[src/rtl/rr_arbiter.sv]
// Round-robin arbiter with registered one-hot grant, grant index and valid.
// The priority pointer names the highest-priority port; after a new grant it
// moves one past the winner, so every requester is reached in turn.
// Optional lock mode (define RR_ARB_LOCK_EN): the current holder keeps the
// grant for up to MAX_HOLD consecutive cycles while it keeps requesting.
// Without the macro the holder limit is forced to 1, so every cycle
// re-arbitrates. This is also why MAX_HOLD=1 in lock mode is indistinguishable
// from lock disabled.
module rr_arbiter #(
    parameter int NUM_PORTS = 4,
    parameter int MAX_HOLD  = 4
) (
    input  logic                         clk,
    input  logic                         reset,
    input  logic [NUM_PORTS-1:0]         req_i,
    output logic [NUM_PORTS-1:0]         gnt_o,
    output logic [$clog2(NUM_PORTS)-1:0] gnt_id_o,
    output logic                         gnt_vld_o
);

    localparam int PW = $clog2(NUM_PORTS);
    localparam int HW = $clog2(MAX_HOLD + 1);

`ifdef RR_ARB_LOCK_EN
    localparam int HOLD_LIMIT = MAX_HOLD;
`else
    localparam int HOLD_LIMIT = 1;
`endif

    typedef enum logic {
        IDLE  = 1'b0,
        GRANT = 1'b1
    } state_t;

    state_t                 state_q, state_d;
    logic [NUM_PORTS-1:0]   gnt_q, gnt_d;
    logic [PW-1:0]          gnt_id_q, gnt_id_d;
    logic                   gnt_vld_q, gnt_vld_d;
    logic [PW-1:0]          ptr_q, ptr_d;
    logic [HW-1:0]          hold_cnt_q, hold_cnt_d;

    logic                   arb_found;
    logic [PW-1:0]          arb_idx;
    logic [NUM_PORTS-1:0]   arb_onehot;
    logic                   keep_hold;

    // Search for the first requester starting at ptr, wrapping past the top port.
    always_comb begin
        arb_found = 1'b0;
        arb_idx   = '0;
        for (int i = 0; i < NUM_PORTS; i++) begin
            if (!arb_found && req_i[(int'(ptr_q) + i) % NUM_PORTS]) begin
                arb_found = 1'b1;
                arb_idx   = PW'((int'(ptr_q) + i) % NUM_PORTS);
            end
        end
    end

    // One-hot decode of the search winner.
    for (genvar gi = 0; gi < NUM_PORTS; gi++) begin : g_onehot
        assign arb_onehot[gi] = (arb_idx == PW'(gi));
    end

    // Next-state logic: keep the current holder, grant a new winner, or go idle.
    always_comb begin
        state_d    = state_q;
        gnt_d      = '0;
        gnt_id_d   = '0;
        gnt_vld_d  = 1'b0;
        ptr_d      = ptr_q;
        hold_cnt_d = '0;
        keep_hold  = (state_q == GRANT) && req_i[gnt_id_q] &&
                     (hold_cnt_q < HW'(HOLD_LIMIT));

        case (state_q)
            IDLE: begin
                if (arb_found) begin
                    state_d    = GRANT;
                    gnt_d      = arb_onehot;
                    gnt_id_d   = arb_idx;
                    gnt_vld_d  = 1'b1;
                    ptr_d      = (arb_idx == PW'(NUM_PORTS - 1)) ? '0 : arb_idx + 1'b1;
                    hold_cnt_d = HW'(1);
                end
            end
            GRANT: begin
                if (keep_hold) begin
                    // Holder stays; the pointer already sits one past it.
                    state_d    = GRANT;
                    gnt_d      = gnt_q;
                    gnt_id_d   = gnt_id_q;
                    gnt_vld_d  = 1'b1;
                    hold_cnt_d = hold_cnt_q + 1'b1;
                end else if (arb_found) begin
                    state_d    = GRANT;
                    gnt_d      = arb_onehot;
                    gnt_id_d   = arb_idx;
                    gnt_vld_d  = 1'b1;
                    ptr_d      = (arb_idx == PW'(NUM_PORTS - 1)) ? '0 : arb_idx + 1'b1;
                    hold_cnt_d = HW'(1);
                end else begin
                    state_d = IDLE;
                end
            end
            default: state_d = IDLE;
        endcase
    end

    // State and output registers with synchronous reset.
    always_ff @(posedge clk) begin
        if (reset) begin
            state_q    <= IDLE;
            gnt_q      <= '0;
            gnt_id_q   <= '0;
            gnt_vld_q  <= 1'b0;
            ptr_q      <= '0;
            hold_cnt_q <= '0;
        end else begin
            state_q    <= state_d;
            gnt_q      <= gnt_d;
            gnt_id_q   <= gnt_id_d;
            gnt_vld_q  <= gnt_vld_d;
            ptr_q      <= ptr_d;
            hold_cnt_q <= hold_cnt_d;
        end
    end

    assign gnt_o     = gnt_q;
    assign gnt_id_o  = gnt_id_q;
    assign gnt_vld_o = gnt_vld_q;

endmodule

[config.mk]
export PLATFORM = sky130hd
export DESIGN_NAME = rr_arbiter
export DESIGN_NICKNAME = d
export VERILOG_FILES = /design/src/rtl/rr_arbiter.sv
export SDC_FILE = /design/constraint.sdc
export NUM_CORES = 1
export LEC_CHECK = 0
export ABC_AREA = 1
export BUFFER_PORTS_ARGS = -buffer_cell sky130_fd_sc_hd__buf_2
export CAP_MARGIN = 20
export CORE_ASPECT_RATIO = 1.1
export CORE_MARGIN = 5
export CORE_UTILIZATION = 54
export CTS_CLUSTER_DIAMETER = 120
export DETAILED_ROUTE_END_ITERATION = 10
export PLACE_DENSITY_LB_ADDON = 0.2
export SLEW_MARGIN = 20
export SYNTH_ARGS = -nofsm -noshare
export SYNTH_HDL_FRONTEND = slang
export SYNTH_SLANG_ARGS = --single-unit
[constraint.sdc]
create_clock -name clk -period 2.4 [get_ports clk]
set_clock_uncertainty 0.15 [all_clocks]
set_input_delay 0.12 -clock clk [delete_from_list [all_inputs] [get_ports clk]]
set_output_delay 0.12 -clock clk [all_outputs]
set_load 0.01 [all_outputs]
==> run_results.csv, run 1 <==
group,metric,value,unit
logic_synthesis,synth_compound_area_frac,0.0614,
critical_path,cp_max_fo,8,
logic_synthesis,synth_seq_cells,12,
global_route,antenna_found_initial,0,
sta,slew_viol_final,0,
sta,min_period_over_period,0.870,
drt,drc,0,
sta,setup-violations-final,0,
power_and_ir_drop,cellPowerDensity,1370,nW/um^2
final_layout,diodes,0,
job,maxCapViolations,0,
critical_path,slowest_stage,"dfxtp_2",
hold_path,worstHoldPathType,"input port to flip-flop",
floorplanning,core_area,1520,sq um
clock_tree,cts_sinks,12,
sta,worst_slew_pin_slew,341,ps
critical_path,cpPeakStageDelay,450,ps
critical_path,startpoint_type,"flip-flop",
sta,tns,0,ps
global_route,grtUsageTotal,0.143,
clock_tree,clockRootBuffer,"clkbuf_4",
critical_path,critical_path.top_delay_family,"simple AND/OR/NAND/NOR gates",
clock_tree,tritoncts,"done",
placement,io_buffers,12,
logic_synthesis,syn-num-nets,127,
sta,rsz0062_at_grt,"false",
clock_tree,clk_latency,270,ps
floorplanning,num_rows,15,
logic_synthesis,synthAdderAreaFrac,0.0749,
logic_synthesis,synthCells,116,
critical_path,crit_type,"flip-flop to flip-flop",
final_layout,final_common_cell,"nand2_1",
critical_path,crit_required,2450,ps
drt,via_count,710,
placement,placedCellCount,144,
floorplanning,die_w,47.5,um
final_layout,final_net_count,144,
sta,relSlewSlack,0.772,
logic_synthesis,synth.avg_cell_area,7.21,sq um
logic_synthesis,synth.mux.area_fraction,0,
final_layout,drive_gt1_frac,0.295,
sta,fmax,479,MHz
logic_synthesis,yosys.area.top_type,"dfxtp_1",
drt,drt_first_pass_iters,4,
power_and_ir_drop,cellLeakagePower,0.000512,uW
floorplanning,die_area,2440,sq um
global_route,grt-ovfl-total,0,
floorplanning,die_y,51.3,um
clock_tree,cts.clk_slew.worst_paths,70,ps
logic_synthesis,synth_area,836,sq um
logic_synthesis,ys_warn_count,0,
logic_synthesis,yosysUniqueCellTypes,22,
status,outcome,"complete, no violations",
final_layout,utilization,0.627,
sta,hold_viol,0,
placement,hpwl,1.24,mm
critical_path,crit_path_end_kind,"flip-flop",
drt,avgViaCountPerCell,4.77,
clock_tree,cts.htree.levels,1,
critical_path,cp_num_buf_inv,1,
drt,ant_nets,0,
final_layout,area_growth,14.1,%
logic_synthesis,synthSimpleGateAreaFrac,0.479,
critical_path,crit_chain,"nand2_1, nand3_1, nand2_2, nor2_8, nand2_2, nand2_1, nand2_2, nand3_1, inv_1, ha_1, nand3_1, a21oi_2",
global_route,grt_max_degree,9,
power_and_ir_drop,ir_drop,0.000855,V
logic_synthesis,synth_top_family_by_area,"simple AND/OR/NAND/NOR gates",
clock_tree,numCtsBuffers,3,
final_layout,final_cells,149,
logic_synthesis,synth_xor_area_frac,0.0105,
clock_tree,post_cts_buffers,0,
critical_path,arrival,2140,ps
global_route,grt_pass1_vias,675,
floorplanning,pin_count,13,
drt,drt_iter0_markers,11,
global_route,grt_pass1_wl,2.55,mm
floorplanning,initial_utilization,0.550,
drt,finalWirelength,1.49,mm
logic_synthesis,yosys.area.top_type_share,0.287,
final_layout,final_cell_mix,"nand2_1, inv_1, buf_2, dfxtp_1",
logic_synthesis,synth.area.top_cells,"dfxtp_1, nand2_1, ha_1, nand2_2, inv_1",
clock_tree,cts_buffer_depth,2,
drt,post_drt_wl_per_cell,10.0,um
placement,gp_congestion,0.780,
logic_synthesis,seq_area_frac_synth,0.287,
sta,fin_crit,2090,ps
==> repair_timing <==
action | 4_1_cts | 5_1_grt
resized for setup | 0 | 1
endpoints found under the setup margin | 0 | 1
hold buffers | 1 | 0
endpoints found under the hold margin | 2 | 0
==> cell families (layout without fill, tap and decap cells) <==
kind of cell	Yosys count	count (layout)
compound gates	9	9
fa+ha+maj	5	5
simple gates	73	73
xor+xnor	1	1
buf+inv	16	32
flops	12	12
==> state kept, by name, summed over array words and instances, names as in the netlist <==
signal and count:
hold_cnt_q 3, ptr_q 2, gnt_vld_o 1, gnt_o 4, gnt_id_o 2
==> per-layer routing <==
metal  track usage  up-vias  wire length, um
li1              -      395                -
met1         0.159      307              708
met3        0.0211        2               25
met4        0.0691        0               14
met2         0.250        6              741
met5             0        -                0
==> metrics by stage <==
| step | hold WS (ps) | setup WS [ps] | cell area (sq um) | total power [uW] |
|---|---|---|---|---|
| final | 191 | 313 | 953 | 1300 |
| after global routing | 270 | 107 | 953 | 1440 |
| after CTS | 186 | 153 | 952 | 1310 |
| after detailed placement | 192 | 178 | 906 | 1150 |
| after global placement | 188 | 223 | 906 | 1130 |
| after floorplan | 32.4 | 476 | 836 | 1000 |
==> worst register-to-register path, stage by stage (launching register included) <==
cell     delay, ps
dfxtp_2        450
nand2_1        100
nand3_1        150
nand2_2        110
nor2_8         150
nand2_2         70
nand2_1         70
nand2_2         60
nand3_1        130
inv_1           80
ha_1           280
nand3_1         90
a21oi_2        140
==> final cells by class <==
class	instances	area [sq um]
timing repair buffer	13	70.1
sequential	12	241
tap	17	21.3
clock buffer	4	36.3
inverter	15	61.3
multi-input combinational	88	523
fill	152	567
==> path summary, 6_finish.rpt <==
kind              startpoint     endpoint  slack [ps]  cells past startpoint
setup / recovery    ptr_q[0]     ptr_q[1]         310                     12
hold / removal      req_i[0]  gnt_id_o[1]         190                      5
setup reg to reg    ptr_q[0]     ptr_q[1]         310                     12
hold reg to reg     gnt_o[2]     gnt_o[2]         310                      2
==> synth_stat cells, drive strengths merged <==
| library cell | number |
|---|---|
| nand2 | 51 |
| inv | 15 |
| dfxtp | 12 |
| nand3 | 11 |
| nor2 | 8 |
| ha | 5 |
| o21ai | 5 |
| a21oi | 3 |
| nand4 | 2 |
| buf | 1 |
| nor4 | 1 |
| o211ai | 1 |
| xnor2 | 1 |
==> report_power, final <==
| group | leakage (uW) | switching, uW | internal [uW] | total (uW) |
|---|---|---|---|---|
| logic | 0.000392 | 515 | 301 | 816 |
| clock network | 0.0000210 | 64.9 | 92.0 | 157 |
| registers | 0.0000992 | 62.6 | 266 | 329 |
(Power assumes the default switching activity.)
==> run 2: changes to the inputs <==
--- a/config.mk
+++ b/config.mk
@@ -8,12 +8,12 @@
 export ABC_AREA = 1
 export BUFFER_PORTS_ARGS = -buffer_cell sky130_fd_sc_hd__buf_2
 export CAP_MARGIN = 20
-export CORE_ASPECT_RATIO = 1.1
 export CORE_MARGIN = 5
 export CORE_UTILIZATION = 54
 export CTS_CLUSTER_DIAMETER = 120
 export DETAILED_ROUTE_END_ITERATION = 10
 export PLACE_DENSITY_LB_ADDON = 0.2
+export SETUP_SLACK_MARGIN = 0.2
 export SLEW_MARGIN = 20
 export SYNTH_ARGS = -nofsm -noshare
 export SYNTH_HDL_FRONTEND = slang
==> constraint.sdc (replaced) <==
create_clock -name clk -period 2.1 [get_ports clk]
set_clock_uncertainty 0.15 [all_clocks]
set_input_delay 0.105 -clock clk [delete_from_list [all_inputs] [get_ports clk]]
set_output_delay 0.105 -clock clk [all_outputs]
set_load 0.01 [all_outputs]
==> run 2 against run 1 <==
Final area is 24% higher. Worst hold slack better by 11 ps. Final cell count is 9.4% higher. Die area hardly changed. Register-to-register slack worse by 130 ps. First-iteration DRC count is 55% higher. Sequential share of layout area is 4.9 points lower. Wire length is 34% higher. Non-clock buffer count is 15 higher. Clock-buffer cell count stayed put.
==> run_results.csv, run 2 (same netlist as run 1, synthesis figures left out) <==
group,metric,value,unit
status,outcome,"complete, no violations",
final_layout,fillers,105,
sta,fin_crit,1920,ps
power_and_ir_drop,pwr-share-comb,0.732,
floorplanning,initial_utilization,0.561,
sta,setup-violations-final,0,
final_layout,diodes,0,
drt,drt_first_pass_iters,4,
sta,worst_slew_pin_slew,373,ps
placement,io_buffers,12,
sta,hold_viol,0,
final_layout,largest_reg_flops,4,
final_layout,ff_latch_area,241,sq um
critical_path,cpPeakStageDelay,350,ps
critical_path,cp_num_buf_inv,3,
power_and_ir_drop,p_int,1070,uW
final_layout,area_growth,41.2,%
job,maxCapViolations,0,
drt,wl_met1,915,um
placement,dpl_cell_area,975,sq um
clock_tree,clk_latency,270,ps
floorplanning,die_y,49.3,um
placement,gp_congestion,0.798,
power_and_ir_drop,p_sw,955,uW
power_and_ir_drop,swShare,0.471,
drt,highest_layer,"met4",
clock_tree,cts.htree.levels,1,
global_route,antenna_found_initial,0,
critical_path,slowest_stage,"dfxtp_2",
global_route,grt_pass1_wl,3.53,mm
final_layout,final_cell_mix,"nand2_1, nand2_2, buf_4, buf_2, dfxtp_1",
floorplanning,core_area,1490,sq um
drt,drc,0,
global_route,grt_max_degree,9,
power_and_ir_drop,cellLeakagePower,0.000605,uW
floorplanning,die_area,2430,sq um
power_and_ir_drop,ir_drop,0.00111,V
clock_tree,cts_buffer_depth,2,
final_layout,multi_input_area,623,sq um
clock_tree,clockRootBuffer,"clkbuf_4",
sta,rsz0062_at_grt,"true",
critical_path,crit_required,2170,ps
critical_path,cp_max_fo,8,
critical_path,arrival,1990,ps
final_layout,final_net_count,159,
floorplanning,num_rows,14,
power_and_ir_drop,seqPwrFrac,0.175,
global_route,grt-ovfl-total,0,
global_route,grt_pass1_vias,777,
floorplanning,pin_count,13,
drt,avgViaCountPerCell,5.09,
power_and_ir_drop,pwr-share-clk,0.093,
critical_path,crit_top_cell,"nand2_2",
critical_path,crit_path_end_kind,"flip-flop",
drt,post_drt_wl_per_cell,12.3,um
drt,ant_nets,0,
critical_path,startpoint_type,"flip-flop",
drt,finalWirelength,2.00,mm
clock_tree,numCtsBuffers,3,
sta,relSlewSlack,0.750,
sta,slew_viol_final,0,
power_and_ir_drop,cellPowerDensity,1720,nW/um^2
clock_tree,tritoncts,"done",
final_layout,final_common_cell,"nand2_1",
sta,min_period_over_period,0.915,
critical_path,crit_chain,"buf_12, inv_8, nand2_2, nand2_2, nand2_4, nand2_4, nor2_8, nand2_2, nand2_2, nand2_2, nand3_2, inv_2, ha_4, nand3_2, a21oi_2",
clock_tree,cts_sinks,12,
sta,tns,0,ps
clock_tree,cts.clk_slew.worst_paths,80,ps
drt,via_count,830,
critical_path,crit_type,"flip-flop to flip-flop",
placement,hpwl,1.39,mm
final_layout,drive_gt1_frac,0.524,
floorplanning,die_w,49.3,um
critical_path,critical_path.top_delay_family,"simple AND/OR/NAND/NOR gates",
drt,wl_met2,989,um
drt,routed-wl-met3,82,um
drt,drt_iter0_markers,17,
final_layout,fin_area,1180,sq um
sta,fmax,520,MHz
global_route,grtUsageTotal,0.180,
hold_path,worstHoldPathType,"input port to flip-flop",
## run 2: changes by cell type in the layout (fill, tap and decap cells not counted), moves of 3 or more
| cell | previous run | this run |
|---|---|---|
| inv_1 | 14 | 10 |
| o21ai_0 | 5 | 2 |
| nand2_2 | 9 | 17 |
| o21ai_1 | 0 | 3 |
| nand3_2 | 2 | 7 |
| inv_2 | 0 | 4 |
| nand3_1 | 9 | 2 |
| nand2_1 | 39 | 29 |
| buf_4 | 0 | 14 |
## run 2: what timing repair did
| item | 4_1_cts | 5_1_grt |
|---|---|---|
| pin swaps | 9 | 3 |
| endpoints found under the setup margin | 5 | 7 |
| endpoints found under the hold margin | 2 | 0 |
| setup buffers | 5 | 3 |
| hold buffers | 1 | 0 |
| gates resized for setup | 24 | 7 |
## run 2: final timing paths
path,start,to,slack (ps),cells past startpoint
worst min-delay path,req_i[0],gnt_id_o[1],200,5
worst min register to register,gnt_o[3],gnt_o[3],310,2
worst max-delay path,ptr_q[0],ptr_q[1],180,15
worst max register to register,ptr_q[0],ptr_q[1],180,15
## run 2: per-stage QoR
step / hold slack (ps) / utilization / power, uW / setup WS [ps] / std cells
2_1_floorplan: 17.4 / - / 1160 / 210 / 116
3_3_place_gp: 171 / 0.655 / 1440 / 141 / 150
3_5_place_dp: 173 / 0.655 / 1470 / 84.7 / 150
4_1_cts: 206 / 0.766 / 1950 / 195 / 160
5_1_grt: 216 / 0.792 / 2200 / 49.4 / 163
6_report: 201 / 0.792 / 2030 / 179 / 163
## run 2: metal layers
metal / track usage / vias up
met4: 0.0269 / 0
li1: - / 424
met3: 0.0459 / 4
met2: 0.300 / 16
met1: 0.235 / 386
met5: 0 / -
## run 2: final cells by class
| class | count | share of cell area |
|---|---|---|
| Multi-Input combinational cell | 88 | 0.528 |
| Sequential cell | 12 | 0.205 |
| Timing Repair Buffer | 28 | 0.165 |
| Inverter | 15 | 0.0541 |
| Clock buffer | 4 | 0.0308 |
| Tap cell | 16 | 0.0170 |
## run 2: power groups by stage
stage	logic, uW	registers, uW	clock network (uW)
floorplan	782	374	0
global placement	1090	352	0
detailed placement	1120	356	0
CTS	1400	355	187
global route	1630	369	202
finish	1480	355	188
## run 2: tightest hold or removal path, stage by stage
cell     delay [ps]
buf_2           120
o21ai_0         140
nand2_1          70
nand3_1          80
a21oi_1          60
